**config.mk**
```make
export PLATFORM = sky130hd
export DESIGN_NAME = hsv2rgb
export DESIGN_NICKNAME = d
export VERILOG_FILES = /design/src/rtl/hsv2rgb.sv
export SDC_FILE = /design/constraint.sdc
export NUM_CORES = 1
export LEC_CHECK = 0
export CAP_MARGIN = 20
export CELL_PAD_IN_SITES_DETAIL_PLACEMENT = 1
export CELL_PAD_IN_SITES_GLOBAL_PLACEMENT = 2
export CORE_UTILIZATION = 37
export CTS_CLUSTER_DIAMETER = 50
export CTS_CLUSTER_SIZE = 30
export DETAILED_ROUTE_END_ITERATION = 12
export PLACE_DENSITY_LB_ADDON = 0.1
export SLEW_MARGIN = 20
export SYNTH_ARGS = -nofsm -noshare
export SYNTH_HDL_FRONTEND = slang
export SYNTH_SLANG_ARGS = --single-unit
```
**constraint.sdc**
```tcl
create_clock -name clk -period 4 [get_ports clk]
set_clock_uncertainty 0.1 [all_clocks]
set_input_delay 0.8 -clock clk [delete_from_list [all_inputs] [get_ports clk]]
set_output_delay 0.8 -clock clk [all_outputs]
set_load 0.005 [all_outputs]
```
**src/rtl/hsv2rgb.sv**
```systemverilog
// HSV (9-bit hue, 5-bit chroma, 5-bit value) to packed RGB555 converter, iterative datapath.
// Optional macro HSV2RGB_ROUND_EN: round-half-up divide instead of truncating divide.
module hsv2rgb #(
    parameter int HUE_WRAP = 360,
    parameter int SECTOR_W = 60
) (
    input  logic        clk,
    input  logic        res,
    input  logic        read,
    input  logic [8:0]  hue,
    input  logic [4:0]  saturation,
    input  logic [4:0]  value,
    input  logic        hue_invalid,
    output logic [15:0] data,
    output logic        busy,
    output logic        done
);

    typedef enum logic [2:0] {
        S_IDLE, S_WRAP, S_SECTOR, S_MUL, S_DIV, S_PACK
    } state_t;

    localparam logic [10:0] HUE_W = 11'(HUE_WRAP);
    localparam logic [10:0] SEC_W = 11'(SECTOR_W);
    localparam logic [6:0]  DIV_D = 7'(SECTOR_W);
`ifdef HSV2RGB_ROUND_EN
    localparam logic [10:0] RND = 11'(SECTOR_W / 2);
`else
    localparam logic [10:0] RND = 11'd0;
`endif

    state_t      r_state;
    logic [8:0]  r_hue;
    logic [4:0]  r_s;
    logic [4:0]  r_v;
    logic        r_inv;
    logic [10:0] r_f;
    logic [2:0]  r_sector;
    logic [4:0]  r_mul_s;
    logic [10:0] r_p;
    logic [5:0]  r_rem;
    logic [3:0]  r_cnt;

    logic [4:0]  w_s_clamp;
    logic [4:0]  w_min;
    logic [10:0] w_p_sum;
    logic [6:0]  w_div_sh;
    logic        w_div_ge;
    logic [5:0]  w_div_rem;
    logic [4:0]  w_x;
    logic [4:0]  w_up;
    logic [4:0]  w_dn;
    logic [4:0]  w_r;
    logic [4:0]  w_g;
    logic [4:0]  w_b;

    assign w_s_clamp = (r_s > r_v) ? r_v : r_s;
    assign w_min     = r_v - r_s;
    assign w_p_sum   = r_p + (r_mul_s[0] ? r_f : 11'd0);
    assign w_div_sh  = {r_rem, r_p[10]};
    assign w_div_ge  = (w_div_sh >= DIV_D);
    assign w_div_rem = w_div_ge ? 6'(w_div_sh - DIV_D) : w_div_sh[5:0];
    // r_p holds the quotient by PACK; clamping to S' keeps min+x <= max
    assign w_x       = (r_p > {6'd0, r_s}) ? r_s : r_p[4:0];
    assign w_up      = w_min + w_x;
    assign w_dn      = r_v - w_x;

    always_comb begin
        w_r = r_v;
        w_g = w_up;
        w_b = w_min;
        case (r_sector)
            3'd1: begin w_r = w_dn;  w_g = r_v;   w_b = w_min; end
            3'd2: begin w_r = w_min; w_g = r_v;   w_b = w_up;  end
            3'd3: begin w_r = w_min; w_g = w_dn;  w_b = r_v;   end
            3'd4: begin w_r = w_up;  w_g = w_min; w_b = r_v;   end
            3'd5: begin w_r = r_v;   w_g = w_min; w_b = w_dn;  end
            default: ;
        endcase
    end

    always_ff @(posedge clk or posedge res) begin
        if (res) begin
            r_state  <= S_IDLE;
            r_hue    <= '0;
            r_s      <= '0;
            r_v      <= '0;
            r_inv    <= 1'b0;
            r_f      <= '0;
            r_sector <= '0;
            r_mul_s  <= '0;
            r_p      <= '0;
            r_rem    <= '0;
            r_cnt    <= '0;
            data     <= 16'h0000;
            busy     <= 1'b0;
            done     <= 1'b0;
        end else begin
            done <= 1'b0;
            case (r_state)
                S_IDLE: begin
                    if (read) begin
                        r_hue   <= hue;
                        r_s     <= saturation;
                        r_v     <= value;
                        r_inv   <= hue_invalid;
                        busy    <= 1'b1;
                        r_state <= S_WRAP;
                    end
                end
                S_WRAP: begin
                    r_sector <= '0;
                    r_p      <= '0;
                    if (r_inv) begin
                        // zero chroma makes every component equal to V
                        r_s     <= '0;
                        r_state <= S_PACK;
                    end else begin
                        r_s     <= w_s_clamp;
                        r_f     <= ({2'b00, r_hue} >= HUE_W) ? {2'b00, r_hue} - HUE_W
                                                            : {2'b00, r_hue};
                        r_state <= S_SECTOR;
                    end
                end
                S_SECTOR: begin
                    if (r_f >= SEC_W) begin
                        r_f      <= r_f - SEC_W;
                        r_sector <= r_sector + 3'd1;
                    end else begin
                        r_mul_s <= r_s;
                        r_p     <= '0;
                        r_cnt   <= 4'd4;
                        r_state <= S_MUL;
                    end
                end
                S_MUL: begin
                    r_mul_s <= r_mul_s >> 1;
                    r_f     <= r_f << 1;
                    if (r_cnt == 4'd0) begin
                        r_p     <= w_p_sum + RND;
                        r_rem   <= '0;
                        r_cnt   <= 4'd10;
                        r_state <= S_DIV;
                    end else begin
                        r_p   <= w_p_sum;
                        r_cnt <= r_cnt - 4'd1;
                    end
                end
                S_DIV: begin
                    r_rem <= w_div_rem;
                    r_p   <= {r_p[9:0], w_div_ge};
                    if (r_cnt == 4'd0)
                        r_state <= S_PACK;
                    else
                        r_cnt <= r_cnt - 4'd1;
                end
                S_PACK: begin
                    data    <= {1'b0, w_r, w_g, w_b};
                    done    <= 1'b1;
                    busy    <= 1'b0;
                    r_state <= S_IDLE;
                end
                default: r_state <= S_IDLE;
            endcase
        end
    end

endmodule

```
==> flow_metrics.env <==
export IMPL_status="finished with violations"
export IMPL_violations="design-rule violations"
export IMPL_hold_worst_slack_ps=415
export IMPL_grtUsageTotal_pct=23.0
export IMPL_grt_pass1_vias=5099
export IMPL_drive_above_1_share_pct=11.1
export IMPL_ant_nets=0
export IMPL_port_buffer_count=39
export IMPL_cts_buffers=9
export IMPL_antenna_found_initial=0
export IMPL_grt_max_degree=39
export IMPL_fmax_mhz=265
export IMPL_cts_max_level=3
export IMPL_place_ws_ps=179
export IMPL_dp_cells=846
export IMPL_avgViaCountPerCell=5.78
export IMPL_die_y_um=126
export IMPL_syn_to_final_growth_pct=16.8
export IMPL_setup_tns_ps=0
export IMPL_clock_path_buffers=2
export IMPL_synth_area_mm2=0.00565
export IMPL_drv_slew=0
export IMPL_slew_headroom_pct=51.6
export IMPL_rsz0062_at_grt="true"
export IMPL_syn_avg_cell_area_um2=8.88
export IMPL_synth_area_leaders="dfrtp_1 35%, ha_1 8.2%, a21oi_1 4.5%, nor2_1 3.8%, nand2_1 3.7%"
export IMPL_min_period_over_period_pct=94.3
export IMPL_drcViolationCount=2
export IMPL_synthDistinctLibCells=67
export IMPL_ys_ff_latch=80
export IMPL_synthTopCellsByCount="80 x dfrtp_1, 57 x nor2_1, 55 x nand2_1"
export IMPL_finalSetupViolations=0
export IMPL_critical_path_arrival_ps=3900
export IMPL_setup_slack_ps=230
export IMPL_synth_warnings=0
export IMPL_rows=44
export IMPL_numClockSinks=80
export IMPL_cts_root_buf="clkbuf_16"
export IMPL_hold_path_class="reg -> reg"
export IMPL_pin_count=41
export IMPL_yosysTopAreaCellShare_pct=35.5
export IMPL_gp_congestion=0.824
export IMPL_critPathCaptureType="flop"
export IMPL_synth_edff_count=0
export IMPL_met3_usage_pct=3.72
export IMPL_ys_seq_area_share_pct=35.5
export IMPL_maxCapViolCount=0
export IMPL_grt_overflow_total=0
export IMPL_dieArea_mm2=0.0158
export IMPL_async_flop_share_pct=100
export IMPL_diodes=0
export IMPL_fp_dieW_um=126
export IMPL_grt_pass1_wl_um=27900
export IMPL_tightest_slew_ps=725
export IMPL_worstPathRequired_ps=4130
export IMPL_met2_usage_pct=36.7
export IMPL_hpwl_um=13000
export IMPL_wl_per_cell_um=20.0
export IMPL_grt_busiest_layer="met2"
export IMPL_start_util_pct=38.4
export IMPL_criticalPathCategory="reg -> reg"
export IMPL_min_period_ps=3770
export IMPL_clk_pin_slew_worst_paths_ps=70
export IMPL_ys_flop_type="dfrtp_1"
export IMPL_drt_iter0_markers=225
export IMPL_hold_viol_final=0
export IMPL_synth_most_common_cell="dfrtp_1"
export IMPL_worst_setup_path_start_kind="flop"
export IMPL_coreArea_mm2=0.0147
export IMPL_first_pass_iters=10
export IMPL_cts_tree="yes"
export IMPL_grt_use_met1_pct=32.1
export IMPL_finalNonFillerCells=862
export IMPL_finalWirelength_um=17200
export IMPL_critPathMaxFanout=4
export IMPL_clk_latency_ps=350
export IMPL_via_count=4981
export IMPL_syn_num_nets=700
export IMPL_layout_nets=737
export IMPL_netlist_instances=636
export IMPL_synth_largest_area_cell="dfrtp_1"
## metal layers
layer	routed length, um	share of wire, %	vias up
met3	600	3.5	21
met5	0	0	-
met2	8040	47	85
met4	269	1.6	0
li1	-	-	2365
met1	8310	48	2510
## final timing paths
path,from,endpoint,slack (ps),cells after the start
setup / recovery,r_s[3],data[14],230,15
hold / removal,r_cnt[3],r_cnt[3],410,1
setup reg to reg,r_s[3],data[14],230,15
hold reg to reg,r_cnt[3],r_cnt[3],410,1
max in group asynchronous,res,r_v[0],2220,3
min in group asynchronous,res,r_p[1],770,2
## kinds of logic (layout without fill, tap and decap cells)
group	Yosys count	in the layout	share of synthesized area, %
compound gates	197	197	23.3
xor+xnor	24	24	3.99
fa+ha+maj	41	41	9.62
buf+inv	62	104	4.52
flops	80	80	35.5
mux	24	24	4.59
other cells	1	1	0.0664
simple gates	207	207	18.4
## area by class of cell
class,instances,area (um^2)
fill,1705,8110
inverter,32,121
multi-input combinational,494,3390
clock inverter,7,103
sequential,80,2000
tap,184,230
clock buffer,9,225
timing repair buffer,56,518
## critical path, cell delays in order (launching register included)
cell	delay, ps
dfrtp_1	390
inv_1	140
ha_1	270
o21ai_1	80
a21oi_1	80
o31a_2	320
nor2_1	150
mux2_2	370
ha_1	230
fa_1	420
a21o_1	190
a21oi_1	170
xor2_1	190
xnor2_1	130
a221oi_1	300
a21oi_1	110
## timing repair
action,4_1_cts,5_1_grt
hold buffers,0,0
setup endpoints to repair,0,2
gates resized for setup,0,1
setup buffers,0,0
## sequential cells by signal, summed over array words and instances (netlist names), 4 cells and up
register,flops
r_s,5
r_v,5
r_f,11
r_cnt,4
r_p,11
data,15
r_rem,6
r_mul_s,5
r_hue,9
## placed cells by master (no fill, tap or decap), types with 16 or more instances in the layout
master,n
a21oi_1,51
dfrtp_1,80
buf_4,17
clkdlybuf4s50_1,39
a31oi_1,18
nand2b_1,16
o21ai_0,31
a21o_1,17
ha_1,37
nor2_1,57
nand2_1,55
inv_1,30
## per-stage QoR
| stage | instance area [um^2] | util (%) |
|---|---|---|
| after floorplan | 5650 | - |
| after global placement | 6270 | 42.6 |
| after detailed placement | 6270 | 42.6 |
| after CTS | 6590 | 44.9 |
| after global routing | 6590 | 44.9 |
| final | 6590 | 44.9 |
Power is not shown: default switching activity piles up to over one toggle a cycle in this logic, so the estimate is an artifact.
